**config.mk**
```make
export PLATFORM = sky130hd
export DESIGN_NAME = discrete_range_sampler
export DESIGN_NICKNAME = d
export VERILOG_FILES = /design/src/rtl/discrete_sampler_pkg.sv /design/src/rtl/lfsr16.sv /design/src/rtl/discrete_range_sampler.sv
export SDC_FILE = /design/constraint.sdc
export NUM_CORES = 1
export LEC_CHECK = 0
export BUFFER_PORTS_ARGS = -buffer_cell sky130_fd_sc_hd__clkbuf_2
export CAP_MARGIN = 40
export CORE_ASPECT_RATIO = 1.25
export CORE_MARGIN = 8
export CORE_UTILIZATION = 45
export CTS_BUF_LIST = sky130_fd_sc_hd__clkbuf_4 sky130_fd_sc_hd__clkbuf_8
export DETAILED_ROUTE_END_ITERATION = 10
export SLEW_MARGIN = 0
export SYNTH_ARGS = -nofsm -noshare
export SYNTH_HDL_FRONTEND = slang
export SYNTH_SLANG_ARGS = --single-unit
```
**constraint.sdc**
```tcl
create_clock -name in_clock -period 7.68 [get_ports in_clock]
set_input_delay 1.536 -clock in_clock [delete_from_list [all_inputs] [get_ports in_clock]]
set_output_delay 1.536 -clock in_clock [all_outputs]
set_load 0.005 [all_outputs]
```
**src/rtl/discrete_sampler_pkg.sv**
```systemverilog
// Shared definitions for the discrete range sampler.
// Holds the controller state encoding, the LFSR feedback mask and zero-seed
// substitute, the single-step Galois LFSR function and the derived-width
// helpers used to size index and counter ports.
package discrete_sampler_pkg;

  typedef enum logic [1:0] {
    ST_IDLE   = 2'd0,
    ST_DRAW   = 2'd1,
    ST_LOOKUP = 2'd2,
    ST_DONE   = 2'd3
  } sampler_state_t;

  // x^16 + x^14 + x^13 + x^11 + 1, right-shifting Galois form
  localparam logic [15:0] LFSR_MASK      = 16'hB400;
  // An all-zero LFSR never leaves zero, so a zero seed is replaced
  localparam logic [15:0] LFSR_ZERO_SEED = 16'hACE1;

  // Index width for n entries, never narrower than one bit
  function automatic int idx_width(input int n);
    return (n > 1) ? $clog2(n) : 1;
  endfunction

  // Width able to hold the values 0..n inclusive
  function automatic int count_width(input int n);
    return (n > 0) ? $clog2(n + 1) : 1;
  endfunction

  function automatic logic [15:0] lfsr_step(input logic [15:0] s);
    return s[0] ? ((s >> 1) ^ LFSR_MASK) : (s >> 1);
  endfunction

endpackage

```
**src/rtl/lfsr16.sv**
```systemverilog
// 16-bit Galois LFSR with synchronous seed load and step enable.
// Ports:
//   in_clock      clock, rising edge
//   in_load       load seed (zero seed replaced by the fixed substitute)
//   in_seed       seed value
//   in_enable     advance one step
//   out_candidate low CAND_W bits of the current state
module lfsr16
  import discrete_sampler_pkg::*;
#(
  parameter int CAND_W = 2
) (
  input  logic              in_clock,
  input  logic              in_load,
  input  logic [15:0]       in_seed,
  input  logic              in_enable,
  output logic [CAND_W-1:0] out_candidate
);

  logic [15:0] r_state;

  always_ff @(posedge in_clock) begin
    if (in_load) begin
      r_state <= (in_seed == 16'h0000) ? LFSR_ZERO_SEED : in_seed;
    end else if (in_enable) begin
      r_state <= lfsr_step(r_state);
    end
  end

  assign out_candidate = r_state[CAND_W-1:0];

endmodule

```
**src/rtl/discrete_range_sampler.sv**
```systemverilog
// Discrete range sampler: on request, picks one populated range slot of the
// selected variable uniformly (rejection sampling on an LFSR, with a modulo
// fallback after MAX_TRIES rejections) and returns its start/end bounds.
// The range table and per-variable slot counts are programmed at run time.
// Ports:
//   in_clock / in_reset           clock, synchronous active-high reset
//   in_seed                       LFSR seed, loaded while in reset
//   in_cfg_write, in_cfg_variable, in_cfg_slot, in_cfg_start, in_cfg_end
//                                 write one range slot (IDLE only)
//   in_cfg_size_write, in_cfg_size
//                                 write slot count of in_cfg_variable (IDLE only)
//   in_request, in_variable_index start a draw for a variable
//   out_ready                     block idle, request will be accepted
//   out_valid                     one-cycle result strobe
//   out_start/out_end/out_equal/out_slot
//                                 chosen range, held until the next result
//   out_fallback / out_error      result from modulo fallback / empty variable
module discrete_range_sampler
  import discrete_sampler_pkg::*;
#(
  parameter  int NUM_VARIABLES = 4,
  parameter  int MAX_VALUES    = 4,
  parameter  int VALUE_WIDTH   = 8,
  parameter  int MAX_TRIES     = 8,
  localparam int VAR_IDX_W     = idx_width(NUM_VARIABLES),
  localparam int VAL_IDX_W     = idx_width(MAX_VALUES)
) (
  input  logic                   in_clock,
  input  logic                   in_reset,
  input  logic [15:0]            in_seed,
  input  logic                   in_cfg_write,
  input  logic [VAR_IDX_W-1:0]   in_cfg_variable,
  input  logic [VAL_IDX_W-1:0]   in_cfg_slot,
  input  logic [VALUE_WIDTH-1:0] in_cfg_start,
  input  logic [VALUE_WIDTH-1:0] in_cfg_end,
  input  logic                   in_cfg_size_write,
  input  logic [VAL_IDX_W:0]     in_cfg_size,
  input  logic                   in_request,
  input  logic [VAR_IDX_W-1:0]   in_variable_index,
  output logic                   out_ready,
  output logic                   out_valid,
  output logic [VALUE_WIDTH-1:0] out_start,
  output logic [VALUE_WIDTH-1:0] out_end,
  output logic                   out_equal,
  output logic [VAL_IDX_W-1:0]   out_slot,
  output logic                   out_fallback,
  output logic                   out_error
);

  localparam int TRY_W  = count_width(MAX_TRIES);
  localparam int SIZE_W = VAL_IDX_W + 1;

  sampler_state_t r_state;
  sampler_state_t w_next_state;

  // Draw context
  logic [VAR_IDX_W-1:0]   r_var;
  logic [TRY_W-1:0]       r_try;
  logic [VAL_IDX_W-1:0]   r_slot;
  logic                   r_fallback_pend;
  logic                   r_error_pend;

  // Range table and populated-slot counts
  logic [VALUE_WIDTH-1:0] r_tbl_start [NUM_VARIABLES][MAX_VALUES];
  logic [VALUE_WIDTH-1:0] r_tbl_end   [NUM_VARIABLES][MAX_VALUES];
  logic [SIZE_W-1:0]      r_size      [NUM_VARIABLES];

  // Result registers
  logic                   r_out_valid;
  logic [VALUE_WIDTH-1:0] r_out_start;
  logic [VALUE_WIDTH-1:0] r_out_end;
  logic                   r_out_equal;
  logic [VAL_IDX_W-1:0]   r_out_slot;
  logic                   r_out_fallback;
  logic                   r_out_error;

  logic [VAL_IDX_W-1:0]   w_cand;
  logic                   w_lfsr_en;
  logic                   w_idle;
  logic                   w_var_ok;
  logic                   w_cfg_var_ok;
  logic                   w_cfg_slot_ok;
  logic [SIZE_W-1:0]      w_size;
  logic [SIZE_W-1:0]      w_cfg_size_sat;
  logic                   w_cand_ok;
  logic                   w_last_try;
  logic [VAL_IDX_W-1:0]   w_fold;

  lfsr16 #(
    .CAND_W (VAL_IDX_W)
  ) u_lfsr (
    .in_clock      (in_clock),
    .in_load       (in_reset),
    .in_seed       (in_seed),
    .in_enable     (w_lfsr_en),
    .out_candidate (w_cand)
  );

  // Guard indices in case the variable/slot counts are not powers of two
  assign w_var_ok      = (int'(r_var) < NUM_VARIABLES);
  assign w_cfg_var_ok  = (int'(in_cfg_variable) < NUM_VARIABLES);
  assign w_cfg_slot_ok = (int'(in_cfg_slot) < MAX_VALUES);

  assign w_size         = w_var_ok ? r_size[r_var] : '0;
  assign w_cfg_size_sat = (in_cfg_size > SIZE_W'(MAX_VALUES)) ? SIZE_W'(MAX_VALUES)
                                                              : in_cfg_size;

  assign w_cand_ok  = ({1'b0, w_cand} < w_size);
  // This rejection is the one that brings the try count up to MAX_TRIES
  assign w_last_try = (r_try == TRY_W'(MAX_TRIES - 1));
  // Fallback slot; only consumed when the size is non-zero
  assign w_fold     = (w_size == '0) ? '0 : VAL_IDX_W'({1'b0, w_cand} % w_size);

  // State register
  always_ff @(posedge in_clock) begin
    if (in_reset) begin
      r_state <= ST_IDLE;
    end else begin
      r_state <= w_next_state;
    end
  end

  // Next-state logic
  always_comb begin
    w_next_state = r_state;
    unique case (r_state)
      ST_IDLE: begin
        if (in_request) begin
          w_next_state = ST_DRAW;
        end
      end
      ST_DRAW: begin
        if (w_size == '0) begin
          w_next_state = ST_DONE;
        end else if (w_cand_ok || w_last_try) begin
          w_next_state = ST_LOOKUP;
        end
      end
      ST_LOOKUP: w_next_state = ST_DONE;
      ST_DONE:   w_next_state = ST_IDLE;
      default:   w_next_state = ST_IDLE;
    endcase
  end

  // State-decoded outputs
  always_comb begin
    w_idle    = (r_state == ST_IDLE);
    w_lfsr_en = (r_state == ST_DRAW);
  end

  // Table, draw context and result registers
  always_ff @(posedge in_clock) begin
    if (in_reset) begin
      r_var           <= '0;
      r_try           <= '0;
      r_slot          <= '0;
      r_fallback_pend <= 1'b0;
      r_error_pend    <= 1'b0;
      r_out_valid     <= 1'b0;
      r_out_start     <= '0;
      r_out_end       <= '0;
      r_out_equal     <= 1'b0;
      r_out_slot      <= '0;
      r_out_fallback  <= 1'b0;
      r_out_error     <= 1'b0;
      for (int v = 0; v < NUM_VARIABLES; v++) begin
        r_size[v] <= '0;
        for (int s = 0; s < MAX_VALUES; s++) begin
          r_tbl_start[v][s] <= '0;
          r_tbl_end[v][s]   <= '0;
        end
      end
    end else begin
      r_out_valid <= 1'b0;

      if (w_idle) begin
        if (in_cfg_write && w_cfg_var_ok && w_cfg_slot_ok) begin
          r_tbl_start[in_cfg_variable][in_cfg_slot] <= in_cfg_start;
          r_tbl_end[in_cfg_variable][in_cfg_slot]   <= in_cfg_end;
        end
        if (in_cfg_size_write && w_cfg_var_ok) begin
          r_size[in_cfg_variable] <= w_cfg_size_sat;
        end
        if (in_request) begin
          r_var           <= in_variable_index;
          r_try           <= '0;
          r_fallback_pend <= 1'b0;
          r_error_pend    <= 1'b0;
        end
      end

      if (r_state == ST_DRAW) begin
        if (w_size == '0) begin
          r_error_pend <= 1'b1;
          r_slot       <= '0;
          r_out_start  <= '0;
          r_out_end    <= '0;
          r_out_equal  <= 1'b1;
          r_out_slot   <= '0;
        end else if (w_cand_ok) begin
          r_slot <= w_cand;
        end else if (w_last_try) begin
          r_slot          <= w_fold;
          r_fallback_pend <= 1'b1;
        end else begin
          r_try <= r_try + 1'b1;
        end
      end

      if ((r_state == ST_LOOKUP) && w_var_ok) begin
        r_out_start <= r_tbl_start[r_var][r_slot];
        r_out_end   <= r_tbl_end[r_var][r_slot];
        r_out_equal <= (r_tbl_start[r_var][r_slot] == r_tbl_end[r_var][r_slot]);
        r_out_slot  <= r_slot;
      end

      // Flags are published together with the strobe so they stay aligned
      if (r_state == ST_DONE) begin
        r_out_valid    <= 1'b1;
        r_out_fallback <= r_fallback_pend;
        r_out_error    <= r_error_pend;
      end
    end
  end

  assign out_ready    = w_idle;
  assign out_valid    = r_out_valid;
  assign out_start    = r_out_start;
  assign out_end      = r_out_end;
  assign out_equal    = r_out_equal;
  assign out_slot     = r_out_slot;
  assign out_fallback = r_out_fallback;
  assign out_error    = r_out_error;

endmodule

```
* Yosys cells after proc, flatten, opt, wreduce, memory -nomap -nowiden
Memory sizes are Yosys's and may differ from the RTL's. A register that Yosys moved wholly into a read port is not among the register bits.
Cells that the tools add are included.
** Operators by class
- Muxes and demuxes :: 72
- Reduce and logical (&&, ||, !) cells :: 16
- Bitwise gates (word level) :: 3
- Equality and inequality tests :: 7
- Magnitude comparators :: 5
- Div/mod/pow operators :: 1
- $add $sub $neg :: 1
** Operators by type and width (number)
- $mux 32 :: 5
- $mux 8 :: 9
- $mux 16 :: 4
- $reduce_or 32->1 :: 2
- $mux 2 :: 18
- $bmux 8 s2 :: 2
- $mux 1 :: 24
- $mux 4 :: 6
- $demux 8 s2 :: 1
- $logic_not 16->1 :: 1
- $eq 8x8->1 :: 1
- $pmux 2 s4 :: 1
- $reduce_and 2->1 :: 4
- $ge 3x3->1 const B :: 2
- $mux 3 :: 2
- $not 2->3 :: 2
- $reduce_bool 2->1 :: 3
- $add 4x1->4 const B :: 1
- $eq 2x2->1 const B :: 2
- $eq 4x3->1 const B :: 1
- $not 3->4 :: 1
- $gt 3x3->1 const B :: 1
- $logic_not 3->1 :: 1
- $lt 2x3->1 :: 1
- 10 further kinds :: 10
** Storage, ports and cells
- RAM bits :: 268
- Output and inout bits :: 23
- Bits in registers :: 50
- Word-level logic and storage cells :: 122
- Memories kept :: 3
- Input bits :: 46
** Memories
- r_tbl_end :: words 4, bits a word 32, read ports 1, clocked after Yosys merged registers in 1, write ports 4, RTL line discrete_range_sampler.sv:65 : logic [VALUE_WIDTH-1:0] r_tbl_end [NUM_VARIABLES][MAX_VALUES];
- r_tbl_start :: words 4, bits a word 32, read ports 1, clocked after Yosys merged registers in 1, write ports 4, RTL line discrete_range_sampler.sv:64 : logic [VALUE_WIDTH-1:0] r_tbl_start [NUM_VARIABLES][MAX_VALUES];
- r_size :: words 4, bits a word 3, read ports 1, clocked after Yosys merged registers in 1, write ports 4, RTL line discrete_range_sampler.sv:66 : logic [SIZE_W-1:0] r_size [NUM_VARIABLES];

* Longest topological paths before layout
Gate-level depths: netlist (run 1).
- Depth after elaboration :: 8
- Mapped depth :: 17
- Gate-level depth less buffers :: 16

* Cells and area by module
A second synthesis (run 1) with hierarchy kept.
** Unflattened totals
- Cell total of the unflattened synthesis :: 1023
- Area total of the unflattened synthesis :: 14629.0 sq um
** By module, submodules not included
- discrete_range_sampler :: seq. area each 8768.4 sq um, instances 1, area an instance 13864.5 sq um, cells an instance 977
- lfsr16 :: seq. area each 480.5 sq um, instances 1, area an instance 764.5 sq um, cells an instance 46

* Least setup slack after synthesis (run 1)
OpenSTA, ideal clock, no wires.
- Path kind :: register to register
- Start :: reg with a tool-made name
- End :: reg r_slot[0]
- Arrival time :: 3.518 ns
- Required time :: 7.610 ns
- Setup slack :: 4.091 ns
- Period minus slack after synthesis :: 3.589 ns
- Setup time :: 0.070 ns
- Path buffers :: 1
- Cell stages (with the launch flop) :: 17
- Cells stage by stage :: dfxtp_1 -> buf_6 -> mux4_2 -> inv_1 -> ha_1 -> o21ai_0 -> nor3_1 -> ha_1 -> a21oi_1 -> nor2_1 -> mux2_2 -> ha_1 -> a21o_1 -> a21o_1 -> and3_1 -> or4_1 -> a21oi_1
** RTL lines
- end signal, assigned :: RTL line discrete_range_sampler.sv:201 : r_slot <= w_cand;
- end signal, assigned :: RTL line discrete_range_sampler.sv:203 : r_slot <= w_fold;
- end, declared :: RTL line discrete_range_sampler.sv:59 : logic [VAL_IDX_W-1:0] r_slot;

==> results of run 1 <==
[synthesized netlist by cell type, drive strengths merged (3+ instances only)]
cell type and instances:
a21o 3, a21oi 31, a22oi 33, and2 257
buf 16, clkbuf 56, dfxtp 36, edfxtp 284
ha 13, inv 12, mux2 9, mux4 67
nand2 54, nand2b 7, nand3 24, nor2 36
nor2b 4, nor3 3, nor4 6, o21ai 7
o21bai 4, o22a 8, or2 20, or3 3
xor2 12
[logic make-up after synthesis]
logic type               share of synthesized area [%]
AO/OA/AOI/OAI                                     4.06
XOR/XNOR                                         0.840
adder cells (fa/ha/maj)                           1.11
buffers and inverters                             2.87
flip-flops                                        63.3
multiplexers                                      11.3
AND/OR/NAND/NOR                                   16.4
[power breakdown]
group / leakage (nW) / internal (mW) / total [mW] / switching, mW
Clock: 0.522 / 0.731 / 1.39 / 0.659
Combinational: 2.33 / 0.269 / 0.705 / 0.435
Sequential: 3.22 / 2.00 / 2.06 / 0.0598
[sequential cells by signal (all words and copies together) (netlist names), named ones only]
name / flops
out_error: 1
u_lfsr.r_state: 16
out_start: 8
out_end: 8
r_fallback_pend: 1
r_try: 4
r_state: 2
r_size: 12
out_equal: 1
out_fallback: 1
r_error_pend: 1
out_slot: 2
r_tbl_end: 128
r_var: 2
r_slot: 2
out_valid: 1
r_tbl_start: 128
[layout by cell type (no fill, tap or decap), types with 2 or more instances in the layout]
| cell | n |
|---|---|
| sky130_fd_sc_hd__a21o_1 | 3 |
| sky130_fd_sc_hd__a21oi_1 | 31 |
| sky130_fd_sc_hd__a22oi_1 | 33 |
| sky130_fd_sc_hd__and2_1 | 257 |
| sky130_fd_sc_hd__and3_1 | 2 |
| sky130_fd_sc_hd__and3b_1 | 2 |
| sky130_fd_sc_hd__buf_4 | 19 |
| sky130_fd_sc_hd__buf_6 | 4 |
| sky130_fd_sc_hd__clkbuf_2 | 68 |
| sky130_fd_sc_hd__clkbuf_4 | 15 |
| sky130_fd_sc_hd__clkbuf_8 | 55 |
| sky130_fd_sc_hd__clkinv_1 | 14 |
| sky130_fd_sc_hd__clkinv_2 | 9 |
| sky130_fd_sc_hd__dfxtp_1 | 34 |
| sky130_fd_sc_hd__dfxtp_4 | 2 |
| sky130_fd_sc_hd__diode_2 | 2 |
| sky130_fd_sc_hd__edfxtp_1 | 284 |
| sky130_fd_sc_hd__ha_1 | 13 |
| sky130_fd_sc_hd__inv_1 | 12 |
| sky130_fd_sc_hd__mux2_2 | 9 |
| sky130_fd_sc_hd__mux2i_1 | 2 |
| sky130_fd_sc_hd__mux4_1 | 7 |
| sky130_fd_sc_hd__mux4_2 | 60 |
| sky130_fd_sc_hd__nand2_1 | 54 |
| sky130_fd_sc_hd__nand2b_1 | 7 |
| sky130_fd_sc_hd__nand3_1 | 24 |
| sky130_fd_sc_hd__nand3b_1 | 2 |
| sky130_fd_sc_hd__nor2_1 | 36 |
| sky130_fd_sc_hd__nor2b_1 | 4 |
| sky130_fd_sc_hd__nor3_1 | 3 |
| sky130_fd_sc_hd__nor4_1 | 6 |
| sky130_fd_sc_hd__o21ai_0 | 5 |
| sky130_fd_sc_hd__o21ai_1 | 2 |
| sky130_fd_sc_hd__o21bai_1 | 4 |
| sky130_fd_sc_hd__o22a_1 | 8 |
| sky130_fd_sc_hd__or2_2 | 19 |
| sky130_fd_sc_hd__or3_1 | 3 |
| sky130_fd_sc_hd__xnor2_1 | 2 |
| sky130_fd_sc_hd__xor2_1 | 12 |
[area by class of cell]
cell class | instances | area (um2) | area share [%]
clock buffers | 70 | 870 | 5.34
clock inverters | 23 | 97.6 | 0.600
inverters | 12 | 45.0 | 0.277
flip-flops and latches | 320 | 9260 | 56.9
well taps | 412 | 515 | 3.17
repair buffers | 92 | 556 | 3.41
diodes | 2 | 5.00 | 0.0307
multi-input cells | 618 | 4930 | 30.3
[worst register-to-register path: cells and delay by family (launching register included)]
| kind | cells | cell delay (ns) |
|---|---|---|
| compound gates | 5 | 0.76 |
| fa+ha+maj | 3 | 0.75 |
| buf+inv | 1 | 0.10 |
| flops | 1 | 0.79 |
| mux | 2 | 0.96 |
| simple gates | 4 | 0.88 |
[worst min path at each step]
| stage | end | cells after the start | slack, ns | startpoint |
|---|---|---|---|---|
| after floorplan | flop | 2 | 0.44 | r_var[0] |
| final | out_end[1] | 2 | 0.45 | out_end[1] |
| after CTS | flop | 2 | 0.45 | r_var[0] |
| after global routing | out_end[7] | 2 | 0.47 | out_end[7] |
| after global placement | flop | 2 | 0.44 | r_var[0] |
| after detailed placement | flop | 2 | 0.44 | r_var[0] |
[routing by layer]
layer | global-route usage (%) | wire (um) | part of all wire, %
met1 | 24.3 | 14800 | 41
met2 | 30.8 | 17400 | 48
met3 | 3.90 | 2510 | 7.0
met4 | 7.89 | 1410 | 3.9
met5 | 0 | 0 | 0
==> results_dict.tcl, run 1 <==
set metrics [dict create \
    dr.pass1.iters 6 \
    post_drt_wl_per_cell_um 23.3 \
    synth_ff_type "sky130_fd_sc_hd__edfxtp_1" \
    nFillCells 2741 \
    detailed_place_hpwl_um 23900 \
    detail-route-antenna-nets 0 \
    detailed_place.area_mm2 0.0153 \
    placement.io_buffers 68 \
    floorplan.die.width_um 177 \
    synth_top_area_cells "sky130_fd_sc_hd__edfxtp_1 (58%), sky130_fd_sc_hd__and2_1 (11%), sky130_fd_sc_hd__mux4_2 (9.3%)" \
    unrepaired_setup_endpoints_after_global_routing "no" \
    maxCapViolCount 0 \
    synthesis.instances 1023 \
    slew_headroom_pct 47.2 \
    gp_congestion 0.882 \
    maxClockFrequency_mhz 231 \
    postRouteWirelength_um 36100 \
    pin_count_of_the_biggest_net_entering_global_routing 72 \
    crit_path_cell_trace "mux4_2 > inv_1 > ha_1 > o21ai_0 > nor3_1 > ha_1 > a21oi_1 > nor2_1 > mux2_2 > ha_1 > a21o_1 > a21o_1 > and3_1 > or4_1 > a21oi_1" \
    critical-path-max-stage-delay_ns 0.79 \
    cp_common_cell "sky130_fd_sc_hd__ha_1" \
    die_h_um 217 \
    power_per_cell_area_mw_per_mm2 255 \
    detail_route.drc_violations 0 \
    start_util_pct 45.8 \
    detail_route.vias_per_cell 5.48 \
    ioPinCount 69 \
    r2r_setup_slack_ns 3.35 \
    finalClockSkew_ns 0.0172 \
    worst-setup-path-type "flop to flop" \
    synth_top_area_share_pct 58.4 \
    critical_path.endpoint "r_slot[0]" \
    grt_util_all_layers_pct 18.9 \
    timing.final.max_slew_violations 0 \
    synth_edf_count 284 \
    cell_area_after_layout_mm2 0.0163 \
    power.static_leakage_nw 6.08 \
    timing_hold_violations_final 0 \
    antenna_found_initial 0 \
    row_count 73 \
    critical_path.slowest_cell "sky130_fd_sc_hd__dfxtp_4" \
    totalNegativeSetupSlack_ns 0 \
    path_delay_family "multiplexers" \
    worst_setup_path_end_kind "flop" \
    synth_cell_types 46 \
    global_route_wire_length_before_repair_um 54300 \
    dp_cells 1454 \
    cts_tree "yes" \
    worstMarginPinSlew_ns 0.792 \
    power_mw 4.15 \
    worstPathArrival_ns 4.84 \
    layout.core_utilization_pct 51.1 \
    grt_pass1_vias 8711 \
    layout_min_cycle_time_ns 4.33 \
    tritoncts.num_buffers 51 \
    hold_path.class "flop to flop" \
    layout_worst_path_cycle_share_pct 56.4 \
    clk_transition_reported_paths_ns 0.06 \
    layout.nets 1154 \
    cts_hold_repair.buffers 0 \
    root_buffer "sky130_fd_sc_hd__clkbuf_8" \
    r2r_end "r_slot[0]" \
    path_max_fanout 34 \
    total_overflow_reported_by_the_global_router 0 \
    setup_viol 0 \
    synth-warning-count 0 \
    post-cts-setup-buffers 0 \
    area_delta_synth_final_pct 11.5 \
    postLayoutSetupSlackWorst_ns 3.35 \
    clock_sink_count 320 \
    r2r_depth 15 \
    seq_total_area_yosys_pct 63.3 \
    worst_setup_start_kind "flop" \
    worst_path_buf_inv 1 \
    mapped_nets 1082 \
    async_flop_share_pct 0 \
    finalHoldWorstSlack_ns 0.451 \
    clk-insertion-delay-late_ns 0.58 \
    synth.avg_cell_area_um2 14.3 \
    core_area_mm2 0.0319 \
    via_count 8493 \
    post_route_cells_drive_above_1_share_pct 23.0 \
    mappedNetlistArea_mm2 0.0146 \
    pre_cts_ws_ns 3.36 \
    fp.dieArea_mm2 0.0385 \
    clock_tree_buffer_depth 3 \
    path_depth 15 \
    ctsHtreeMaxLevel 2 \
    postcts_resize_cnt 0 \
    vdd_drop_max_uv 142 \
    initialDrtViolationCount 753 \
    library_cell_with_the_largest_summed_area_after_synthesis "sky130_fd_sc_hd__edfxtp_1" \
    timing.critical_path.required_ns 8.19 \
    run_status "completed" \
    instances_no_fill 1549 \
    ys_ff_latch 320 \
]
Note: power is estimated with default switching activity, not from simulation.
==> run 2, diff against run 1 <==
==> constraint.sdc (replaced) <==
create_clock -name in_clock -period 3.5 [get_ports in_clock]
set_input_delay 0.7 -clock in_clock [delete_from_list [all_inputs] [get_ports in_clock]]
set_output_delay 0.7 -clock in_clock [all_outputs]
set_load 0.005 [all_outputs]
==> run 2 against run 1 <==
Compared with the run above: the flow now finishes with violations (setup timing); fmax is 22% higher; clock power grew 130%; clock-buffer cell count up 3; clock skew up 0.0025 ns; die area did not move; design area increased by 1.7%; sequential share of layout area fell by 0.95 points.
==> results_dict.tcl, run 2 (same netlist as run 1, synthesis figures left out) <==
set metrics [dict create \
    run_status "finished with violations" \
    failed_checks "setup timing" \
    slew_headroom_pct 55.4 \
    worst_setup_start_kind "flop" \
    gp_congestion 0.842 \
    placement.io_buffers 68 \
    r2r_setup_slack_ns -0.05 \
    timing.final.max_slew_violations 0 \
    diodes 0 \
    clk-insertion-delay-late_ns 0.59 \
    root_buffer "sky130_fd_sc_hd__clkbuf_8" \
    global_route_wire_length_before_repair_um 52600 \
    min_from "in_variable_index[1]" \
    layout_worst_path_cycle_share_pct 101 \
    layout.nets 1178 \
    detail_route.drc_violations 0 \
    timing.critical_path.required_ns 4.03 \
    clock_tree_buffer_depth 3 \
    global_route_met3_usage_pct 2.79 \
    power_mw 9.37 \
    share_seq_of_total_power_pct 47.8 \
    ctsHtreeMaxLevel 2 \
    multi_input_area_mm2 0.00500 \
    layout.core_utilization_pct 51.9 \
    postRouteWirelength_um 34700 \
    nFillCells 2719 \
    finalClockSkew_ns 0.0196 \
    post_route_cells_drive_above_1_share_pct 25.8 \
    dr.pass1.iters 6 \
    cts_hold_repair.buffers 0 \
    grt_util_all_layers_pct 17.9 \
    worstPathArrival_ns 4.07 \
    power.internal_mw 6.78 \
    layout_min_cycle_time_ns 3.55 \
    power.share.combinational_pct 18.6 \
    clock_sink_count 320 \
    area_delta_synth_final_pct 13.4 \
    grtUsageMet1_pct 21.6 \
    fp.dieArea_mm2 0.0385 \
    power_switching_mw 2.59 \
    vdd_drop_max_uv 308 \
    ioPinCount 69 \
    timing_hold_violations_final 0 \
    row_count 73 \
    detailed_place_hpwl_um 22800 \
    initialDrtViolationCount 577 \
    postLayoutSetupSlackWorst_ns -0.0466 \
    maxClockFrequency_mhz 282 \
    whs_path_depth 3 \
    grt_pass1_vias 8885 \
    r2r_end "r_slot[0]" \
    path_max_fanout 3 \
    top_regs "r_tbl_end x128, r_tbl_start x128, u_lfsr.r_state x16" \
    post_drt_wl_per_cell_um 22.0 \
    detail_route.vias_per_cell 5.42 \
    cts_tree "yes" \
    tritoncts.num_buffers 52 \
    floorplan.die.width_um 177 \
    worstMarginPinSlew_ns 0.669 \
    maxCapViolCount 0 \
    antenna_found_initial 0 \
    regArea_mm2 0.00926 \
    via_count 8544 \
    power.static_leakage_nw 6.22 \
    finalHoldWorstSlack_ns 0.378 \
    total_overflow_reported_by_the_global_router 0 \
    detail-route-antenna-nets 0 \
    pin_count_of_the_biggest_net_entering_global_routing 65 \
    power_per_cell_area_mw_per_mm2 566 \
    worst-setup-path-type "flop to flop" \
    hold_path.class "input pin to flop" \
    power_switching_share_pct 27.7 \
    start_util_pct 45.8 \
    worst_setup_path_end_kind "flop" \
    layout_commonest_cell "sky130_fd_sc_hd__edfxtp_1" \
    core_area_mm2 0.0319 \
    unrepaired_setup_endpoints_after_global_routing "yes" \
    clock_power_share_pct 33.6 \
    grt_use_met2_pct 31.7 \
    clk_transition_reported_paths_ns 0.06 \
    gr-max-usage-layer "met2" \
    leading_cell_types_in_the_layout_fill_and_taps_excluded "sky130_fd_sc_hd__edfxtp_1 (284), sky130_fd_sc_hd__and2_1 (257), sky130_fd_sc_hd__clkbuf_2 (68)" \
    setup_viol 1 \
    pre_cts_ws_ns -0.0537 \
    r2r_depth 15 \
    die_h_um 217 \
]
run 2: cell count changes in the layout (fill, tap and decap cells not counted), moves of 3 or more:
| cell | change |
|---|---|
| sky130_fd_sc_hd__ha_4 | +3 |
| sky130_fd_sc_hd__ha_1 | -3 |
| sky130_fd_sc_hd__buf_4 | +26 |
| sky130_fd_sc_hd__buf_6 | -4 |
run 2: worst max-delay path by stage:
stage / end / slack (ns) / cells past startpoint
after floorplan: r_slot[0] / -0.04 / 16
after global placement: r_slot[0] / 0.01 / 15
after detailed placement: r_slot[0] / -0.05 / 15
after CTS: r_slot[0] / 0.002 / 15
after global routing: r_slot[0] / -0.24 / 15
final: r_slot[0] / -0.05 / 15
run 2: critical path, stage by stage (launching register included):
cell,delay [ns]
sky130_fd_sc_hd__dfxtp_4,0.35
sky130_fd_sc_hd__mux4_2,0.54
sky130_fd_sc_hd__inv_4,0.10
sky130_fd_sc_hd__ha_4,0.13
sky130_fd_sc_hd__o21ai_2,0.05
sky130_fd_sc_hd__nor3_2,0.21
sky130_fd_sc_hd__ha_1,0.28
sky130_fd_sc_hd__a21oi_2,0.20
sky130_fd_sc_hd__nor2_2,0.07
sky130_fd_sc_hd__mux2_4,0.32
sky130_fd_sc_hd__ha_4,0.22
sky130_fd_sc_hd__a21o_1,0.15
sky130_fd_sc_hd__a21o_1,0.19
sky130_fd_sc_hd__and3_1,0.14
sky130_fd_sc_hd__or4_4,0.41
sky130_fd_sc_hd__a21oi_2,0.11
run 2: power by group through the flow:
stage	logic, mW	registers [mW]	clock network [mW]
3_3_place_gp	1.67	4.55	0
5_1_grt	1.89	4.50	3.37
6_report	1.75	4.48	3.15
3_5_place_dp	1.70	4.56	0
4_1_cts	1.71	4.48	3.23
2_1_floorplan	1.13	4.52	0
run 2: layer usage:
metal / vias to the layer above / part of all wire [%]
li1: 3945 / -
met1: 4293 / 41
met2: 233 / 51
met3: 73 / 4.9
met4: 0 / 3.2
met5: - / 0
run 2: per-stage QoR:
| stage | std cells | TNS [ns] | cell area (um2) |
|---|---|---|---|
| floorplan | 1023 | -0.0436 | 14600 |
| global placement | 1471 | 0 | 15400 |
| detailed placement | 1472 | -0.0537 | 15500 |
| CTS | 1571 | 0 | 16500 |
| global route | 1575 | -0.406 | 16600 |
| finish | 1575 | -0.0466 | 16600 |
run 2: timing repair:
action	CTS	global route
setup endpoints to repair	1	2
pin swaps	2	9
resized for setup	0	8
endpoints found under the hold margin	0	0
buffers inserted	1	4
run 2: cell type report:
type	count	share of cell area, %
Timing Repair Buffer	115	4.38
Clock inverter	25	0.680
Clock buffer	73	5.43
Inverter	12	0.287
Multi-Input combinational cell	618	30.2
Tap cell	412	3.11
Sequential cell	320	55.9
